[config.mk]
export PLATFORM = sky130hd
export DESIGN_NAME = expye_pipe_cpu
export DESIGN_NICKNAME = d
export VERILOG_FILES = /design/src/rtl/expye_pipe_cpu.sv
export SDC_FILE = /design/constraint.sdc
export NUM_CORES = 1
export LEC_CHECK = 0
export CELL_PAD_IN_SITES_DETAIL_PLACEMENT = 1
export CELL_PAD_IN_SITES_GLOBAL_PLACEMENT = 2
export CORE_MARGIN = 10
export CORE_UTILIZATION = 15
export CTS_CLUSTER_DIAMETER = 150
export DETAILED_ROUTE_END_ITERATION = 8
export GPL_ROUTABILITY_DRIVEN = 0
export PLACE_DENSITY_LB_ADDON = 0.1
export SLEW_MARGIN = 0
export SYNTH_ARGS = -nofsm -noshare
export SYNTH_HDL_FRONTEND = slang
export SYNTH_SLANG_ARGS = --single-unit
[constraint.sdc]
create_clock -name clk -period 2.5 [get_ports clk]
set_input_delay 0.25 -clock clk [delete_from_list [all_inputs] [get_ports clk]]
set_output_delay 0.25 -clock clk [all_outputs]
set_load 0.01 [all_outputs]
[src/rtl/expye_pipe_cpu.sv]
// Five-stage in-order MIPS32-subset core (IF/ID/EX/MEM/WB) executing ALU operations only.
// All operand hazards are resolved by forwarding into ID, so the pipeline never stalls or flushes.
module expye_pipe_cpu #(
    parameter int                      ROM_DEPTH = 128,
    parameter logic [ROM_DEPTH*32-1:0] ROM_INIT  = '0
) (
    input  logic        clk,
    input  logic        rst,
    output logic [31:0] dbg_pc,
    output logic        dbg_wb_we,
    output logic [4:0]  dbg_wb_addr,
    output logic [31:0] dbg_wb_data
);
    localparam int ROM_AW = $clog2(ROM_DEPTH);

    typedef enum logic [3:0] {
        ALU_AND,
        ALU_OR,
        ALU_XOR,
        ALU_NOR,
        ALU_ADD,
        ALU_SUB,
        ALU_SLT,
        ALU_SLL,
        ALU_SRL,
        ALU_PASSB
    } aluOp_e;

    logic [31:0]       pcQ, pcD;
    logic [ROM_AW+1:0] pcLowNext;
    logic [ROM_AW-1:0] romAddr;
    logic [31:0]       fetchInst;

    logic [31:0]       ifIdInstQ;

    logic              idExWeQ, idExWeD;
    logic [4:0]        idExDestQ, idExDestD;
    aluOp_e            idExOpQ, idExOpD;
    logic [31:0]       idExAQ, idExAD;
    logic [31:0]       idExBQ, idExBD;
    logic [4:0]        idExShQ, idExShD;

    logic [31:0]       exResult;

    logic              exMemWeQ;
    logic [4:0]        exMemDestQ;
    logic [31:0]       exMemDataQ;

    logic              memWbWeQ;
    logic [4:0]        memWbDestQ;
    logic [31:0]       memWbDataQ;

    logic [31:0]       gprQ [32];

    logic [5:0]        opcode, funct;
    logic [4:0]        rs, rt, rd, sa;
    logic [15:0]       imm;
    logic [31:0]       rsVal, rtVal;

    // The PC only ever walks the ROM window, so the upper bits stay zero.
    assign pcLowNext = pcQ[ROM_AW+1:0] + (ROM_AW+2)'(4);
    assign pcD       = 32'(pcLowNext);
    assign romAddr   = pcQ[ROM_AW+1:2];
    assign fetchInst = ROM_INIT[{romAddr, 5'd0} +: 32];

    assign opcode = ifIdInstQ[31:26];
    assign rs     = ifIdInstQ[25:21];
    assign rt     = ifIdInstQ[20:16];
    assign rd     = ifIdInstQ[15:11];
    assign sa     = ifIdInstQ[10:6];
    assign funct  = ifIdInstQ[5:0];
    assign imm    = ifIdInstQ[15:0];

    function automatic logic [31:0] forwardOperand(
        input logic [4:0]  addr,
        input logic        exWe,
        input logic [4:0]  exDest,
        input logic [31:0] exData,
        input logic        memWe,
        input logic [4:0]  memDest,
        input logic [31:0] memData,
        input logic        wbWe,
        input logic [4:0]  wbDest,
        input logic [31:0] wbData,
        input logic [31:0] regData
    );
        if (addr == 5'd0) return '0;
        if (exWe && exDest == addr) return exData;
        if (memWe && memDest == addr) return memData;
        if (wbWe && wbDest == addr) return wbData;
        return regData;
    endfunction

    assign rsVal = forwardOperand(rs, idExWeQ, idExDestQ, exResult, exMemWeQ, exMemDestQ,
                                  exMemDataQ, memWbWeQ, memWbDestQ, memWbDataQ, gprQ[rs]);
    assign rtVal = forwardOperand(rt, idExWeQ, idExDestQ, exResult, exMemWeQ, exMemDestQ,
                                  exMemDataQ, memWbWeQ, memWbDestQ, memWbDataQ, gprQ[rt]);

    always_comb begin
        idExWeD   = 1'b0;
        idExDestD = rd;
        idExOpD   = ALU_AND;
        idExAD    = rsVal;
        idExBD    = rtVal;
        idExShD   = sa;
        case (opcode)
            6'h00: begin
                idExWeD = 1'b1;
                case (funct)
                    6'h24:   idExOpD = ALU_AND;
                    6'h25:   idExOpD = ALU_OR;
                    6'h26:   idExOpD = ALU_XOR;
                    6'h27:   idExOpD = ALU_NOR;
                    6'h21:   idExOpD = ALU_ADD;
                    6'h23:   idExOpD = ALU_SUB;
                    6'h2A:   idExOpD = ALU_SLT;
                    6'h00:   idExOpD = ALU_SLL;
                    6'h02:   idExOpD = ALU_SRL;
                    default: idExWeD = 1'b0;
                endcase
            end
            6'h0C: begin
                idExWeD = 1'b1; idExDestD = rt; idExOpD = ALU_AND; idExBD = {16'h0, imm};
            end
            6'h0D: begin
                idExWeD = 1'b1; idExDestD = rt; idExOpD = ALU_OR; idExBD = {16'h0, imm};
            end
            6'h0E: begin
                idExWeD = 1'b1; idExDestD = rt; idExOpD = ALU_XOR; idExBD = {16'h0, imm};
            end
            6'h0F: begin
                idExWeD = 1'b1; idExDestD = rt; idExOpD = ALU_PASSB; idExBD = {imm, 16'h0};
            end
            default: idExWeD = 1'b0;
        endcase
        // $0 is hardwired; dropping the write here also keeps it out of forwarding.
        if (idExDestD == 5'd0) idExWeD = 1'b0;
    end

    always_comb begin
        exResult = '0;
        case (idExOpQ)
            ALU_AND:   exResult = idExAQ & idExBQ;
            ALU_OR:    exResult = idExAQ | idExBQ;
            ALU_XOR:   exResult = idExAQ ^ idExBQ;
            ALU_NOR:   exResult = ~(idExAQ | idExBQ);
            ALU_ADD:   exResult = idExAQ + idExBQ;
            ALU_SUB:   exResult = idExAQ - idExBQ;
            ALU_SLT:   exResult = {31'd0, $signed(idExAQ) < $signed(idExBQ)};
            ALU_SLL:   exResult = idExBQ << idExShQ;
            ALU_SRL:   exResult = idExBQ >> idExShQ;
            ALU_PASSB: exResult = idExBQ;
            default:   exResult = '0;
        endcase
    end

    always_ff @(posedge clk or negedge rst) begin
        if (!rst) begin
            pcQ        <= '0;
            ifIdInstQ  <= '0;
            idExWeQ    <= 1'b0;
            idExDestQ  <= '0;
            idExOpQ    <= ALU_AND;
            idExAQ     <= '0;
            idExBQ     <= '0;
            idExShQ    <= '0;
            exMemWeQ   <= 1'b0;
            exMemDestQ <= '0;
            exMemDataQ <= '0;
            memWbWeQ   <= 1'b0;
            memWbDestQ <= '0;
            memWbDataQ <= '0;
        end else begin
            pcQ        <= pcD;
            ifIdInstQ  <= fetchInst;
            idExWeQ    <= idExWeD;
            idExDestQ  <= idExDestD;
            idExOpQ    <= idExOpD;
            idExAQ     <= idExAD;
            idExBQ     <= idExBD;
            idExShQ    <= idExShD;
            exMemWeQ   <= idExWeQ;
            exMemDestQ <= idExDestQ;
            exMemDataQ <= exResult;
            memWbWeQ   <= exMemWeQ;
            memWbDestQ <= exMemDestQ;
            memWbDataQ <= exMemDataQ;
        end
    end

    always_ff @(posedge clk or negedge rst) begin
        if (!rst) begin
            for (int i = 0; i < 32; i++) gprQ[i] <= '0;
        end else if (memWbWeQ) begin
            gprQ[memWbDestQ] <= memWbDataQ;
        end
    end

    assign dbg_pc      = pcQ;
    assign dbg_wb_we   = memWbWeQ;
    assign dbg_wb_addr = memWbDestQ;
    assign dbg_wb_data = memWbDataQ;
endmodule

After elaboration in Yosys (flattened, before gate mapping)
Cells that the tools add are included.
- register bits: 1220
- input port bits: 2
- word-level logic and storage cells: 160
- $add $sub $neg: 3
- $lt $le $gt $ge: 5
- equality and inequality tests: 27
- shifts and indexed selects: 3
- multiplexer cells: 53
- bitwise operators: 7
- reduce and logical (&&, ||, !) cells: 16
- operator list (operator ; number):
    $shiftx 4096x13->32 const A ; 1
    $bwmux 1024 ; 1
    $mux 32 ; 21
    $bmux 32 s5 ; 2
    $pmux 32 s10 ; 1
    $demux 32 s5 ; 1
    $pmux 32 s2 ; 1
    $eq 6x6->1 const B ; 7
    $add 32x32->32 ; 1
    $and 32x32->32 ; 1
    $lt 32x32->1 ; 1
    $not 32->32 ; 1
    $or 32x32->32 ; 1
    $pmux 4 s8 ; 1
    $shl 32x5->32 ; 1
    $shr 32x5->32 ; 1
    $sub 32x32->32 ; 1
    $xor 32x32->32 ; 1
    $eq 5x5->1 ; 6
    $eq 6x4->1 const B ; 4
    $mux 1 ; 22
    $ge 6x6->1 const B ; 3
    $not 5->6 ; 3
    $eq 4x3->1 const B ; 4
    16 further kinds ; 27

Logic depth before layout (Yosys ltp)
- depth in word-level cells: 14
- gate-level depth with buffers: 4
- mapped depth without buffers: 4

Worst setup path after synthesis
Ideal clock, no wire load.
- path kind: reg-to-reg
- from: register pcQ[2], in the netlist dbg_pc[2]
- to: register pcQ[8], in the netlist dbg_pc[8]
- setup time: 0.079 ns
- arrival: 0.981 ns
- data required time: 2.421 ns
- setup slack: 1.440 ns
- stages on the path, launching flop included: 5
- path buffers: 0
- cell sequence: dfrtp_1 -> ha_1 -> nand3_2 -> nor2_2 -> xor2_1
- word-level cells in the longest chain between the ends: 1
- RTL lines (item ; line ; RTL):
    from (decl) ; 29 ; logic [31:0] pcQ, pcD;
    from (signal assigned) ; 174 ; pcQ <= pcD;
    $add 9x3->9 ; 61 ; assign pcLowNext = pcQ[ROM_AW+1:0] + (ROM_AW+2)'(4);
    net pcLowNext[8] ; 30 ; logic [ROM_AW+1:0] pcLowNext;
The timed path passes the listed nets, and every way through them passes these cells.
A chain may end at the register's enable or synchronous reset.

Worst setup path in the final report
- from: register pcQ[4], in the netlist dbg_pc[4]
- to: output dbg_pc[4]
- RTL lines (item ; line ; RTL):
    to (decl) ; 9 ; output logic [31:0] dbg_pc,
No word-level cell between the ends.

==> out/results.env <==
DR_TOTAL_VIAS=359
SYNTH_SIMPLE_GATE_AREA_SHARE_PCT=4.849
FINALSETUPVIOLCOUNT=0
SYNTHTOPCELLSBYAREA='sky130_fd_sc_hd__buf_4, sky130_fd_sc_hd__dfrtp_1, sky130_fd_sc_hd__xnor2_1, sky130_fd_sc_hd__xor2_1, sky130_fd_sc_hd__ha_1'
COMBINATIONAL_FAMILY_WITH_THE_MOST_AREA_AFTER_SYNTHESIS='buffers and inverters'
ANTENNA_FOUND_INITIAL=0
MET3ROUTEDLENGTH_UM=338
TIMING_HOLD_VIOLATIONS_FINAL=0
SYNTH_CELL_TYPES=12
FIN_NETS=99
MIN_PERIOD_OVER_PERIOD_PCT=60.23
MET1WIRELENGTH_UM=593
BOUNDARYPINS=72
SYNTHXORXNORAREAFRAC_PCT=5.853
LAYOUT-AREA-OVERHEAD-VS-SYNTH_PCT=-4.181
WORSTPATHREQUIRED_NS=2.25
SHARE_OF_THE_SYNTHESIZED_AREA_IN_THE_TOP_CELL_TYPE_PCT=63.21
GRT_SETUP_UNREPAIRED='false'
WORST_PATH_MAX_DELAY_CELL='sky130_fd_sc_hd__clkdlybuf4s50_1'
PATH_BUF_INV=1
CTS_RESIZED=0
STATIC-LEAKAGE-POWER_nW=0.4021
SITE_ROW_COUNT=25
SYNTH_MUX_AREA_SHARE_PCT=0
YS.WARNINGS.COUNT=0
FINAL_PERIOD_MINUS_WORST_SETUP_SLACK_NS=1.506
DR.PASS1.ITERS=2
PLACED_CELLS_INCL_TAPS=158
WORSTHOLDPATHTYPE='input port to asynchronous set/reset pin'
DIE-WIDTH_UM=90.63
STATUS='finished, final reports clean'
GRT_MAX_DEGREE=8
CLOCK-ROOT-BUFFER='sky130_fd_sc_hd__clkbuf_8'
FINAL_MAX_SLEW_VIOL_COUNT=0
CTS_MADE_BUFFERS=3
PATH_CELLS='clkdlybuf4s50_1'
WL_MM=1.717
ROUTE.DETAILED.VIAS_PER_INST=2.216
CTS_POST_SETUP_BUFFERS_INSERTED=0
TIMING.CRITICAL_PATH.SLOWEST_CELL_DELAY_NS=0.59
DIE_HEIGHT_UM=90.63
YOSYS.AREA_SHARE.ADDER_PCT=1.672
LARGEST_REG_FLOPS=7
SYNTHCELLS=84
TIMING.CLOCK.SKEW_NS=0.002639
DIE_AREA_MM2=0.008213
CLOCK_SINKS=7
IR_DROP_uV=96.68
CRITPATHLAUNCHTYPE='flip-flop'
AREA_OF_THE_CORE_MM2=0.004786
CLK_LATENCY_NS=0.23
DRIVE_GT1_SHARE_PCT=5.263
CP_MAX_FO=5
POSTCTSHOLDBUFS=0
FINALSETUPTNS_NS=0
TIMING.SETUP.CRITICAL_PATH_CLASS='flip-flop to primary output'
DP.FINAL_HPWL_MM=1.563
ANTENNADIODECOUNT=0
SYNTH_TOP_CELL_BY_AREA='sky130_fd_sc_hd__buf_4'
FINAL_CELL_COUNT_NO_FILL=162
NATURE_OF_THE_CRITICAL_PATH_ENDPOINT='primary output'
SYNTH.CELL_AREA_UM2=748.2
SUM_OF_MET2_WIRE_SEGMENT_LENGTHS_AFTER_DETAILED_ROUTING_UM=784
SYNTH_COMPOUND_GATE_AREA_SHARE_PCT=0
SETUP_SLACK_NS=0.9942
CTS_HTREE_LEVELS=1
GLOBALROUTEOVERFLOWTOTAL=0
WORSTPATHARRIVAL_NS=1.26
SYNTH_SEQ_AREA_SHARE_PCT=23.41
PORT-BUFFER-COUNT=8
HIGHEST-SIGNAL-LAYER='met3'
DP_WORST_SETUP_SLACK_NS=1.226
POST_ROUTE_ANT_NETS=0
CTS_TREE='yes'
POWER_DENSITY_mW_PER_MM2=455.9
MOST_USED_CELLS_IN_THE_LAYOUT_EXCLUDING_FILL_AND_TAP_CELLS='sky130_fd_sc_hd__conb_1, sky130_fd_sc_hd__clkdlybuf4s50_1, sky130_fd_sc_hd__dfrtp_1'
YS_SEQ_ELEMENTS=7
FINAL_COMMON_CELL='sky130_fd_sc_hd__conb_1'
GRT_UTIL_ALL_LAYERS_PCT=4.072
INITIAL_UTILIZATION_PCT=15.63
CTS.CLK_SLEW.WORST_PATHS_NS=0.04
WL_PER_CELL_UM=10.60
TIMING.FMAX_MHz=664.1
SYNTHESIS.AREA_PER_INSTANCE_UM2=8.907
DRT_FIRST_ITER_VIOLATIONS=2
CLOCKBUFFERDEPTH=2
WORST_PATH_DOMINANT_CELL_FAMILY='buffers and inverters'
GRT_PASS1_WL_MM=2.566
GRT_PASS1_VIAS=462
DRC=0
MAX-CAP-VIOLATIONS=0
synthesized netlist by cell type (all sizes together):
cell / count
and3: 1
xor2: 2
nand3: 3
xnor2: 3
buf: 63
dfrtp: 7
ha: 1
conb: 1
nand2: 1
inv: 1
nor2: 1
final cells by class:
type / instances / area [µm²]
fill: 601 / 4069
multi-input combinational: 75 / 329.1
sequential: 7 / 175.2
tap: 67 / 83.83
timing repair buffer: 8 / 80.08
clock buffer: 4 / 45.04
inverter: 1 / 3.754
final timing paths:
path / startpoint / to / slack [ns] / cells past startpoint
setup / recovery: dbg_pc[4]$_DFF_PN0_ / dbg_pc[4] / 0.99 / 1
hold / removal: rst / dbg_pc[3]$_DFF_PN0_ / 0.30 / 1
setup reg to reg: dbg_pc[2]$_DFF_PN0_ / dbg_pc[8]$_DFF_PN0_ / 1.36 / 4
hold reg to reg: dbg_pc[8]$_DFF_PN0_ / dbg_pc[8]$_DFF_PN0_ / 0.47 / 1
max in group asynchronous: rst / dbg_pc[2]$_DFF_PN0_ / 1.94 / 1
min in group clk: dbg_pc[8]$_DFF_PN0_ / dbg_pc[8]$_DFF_PN0_ / 0.47 / 1
kinds of logic (layout without fill, tap and decap cells):
| group | after synthesis | count (layout) |
|---|---|---|
| other cells | 1 | 63 |
| buf+inv | 64 | 13 |
| xor+xnor | 5 | 5 |
| fa+ha+maj | 1 | 1 |
| simple gates | 6 | 6 |
| flops | 7 | 7 |
metrics by stage:
stage	total power, mW	instance area [µm²]	utilization (%)	hold WS, ns
2_1_floorplan	0.2295	980.9	-	-0.04559
3_3_place_gp	0.1603	671.9	14.04	0.4561
3_5_place_dp	0.1602	671.9	14.04	0.4701
4_1_cts	0.3275	716.9	14.98	0.3139
5_1_grt	0.3512	716.9	14.98	0.3372
6_report	0.3268	716.9	14.98	0.2990
power by group:
part           internal [mW]  leakage [nW]  switching [mW]  total [mW]
Combinational        0.00138         0.296          0.0498      0.0512
Clock                  0.111        0.0228          0.0513       0.162
Sequential             0.114        0.0833               0       0.114
Total                  0.226         0.402           0.101       0.327
metal layers:
metal  global-route usage [%]  vias up
li1                         -      152
met1                    3.921      162
met2                    6.250       45
met3                    3.658        0
met4                    1.194        0
met5                        0        -
No activity file was read; power rests on OpenSTA's default activity.
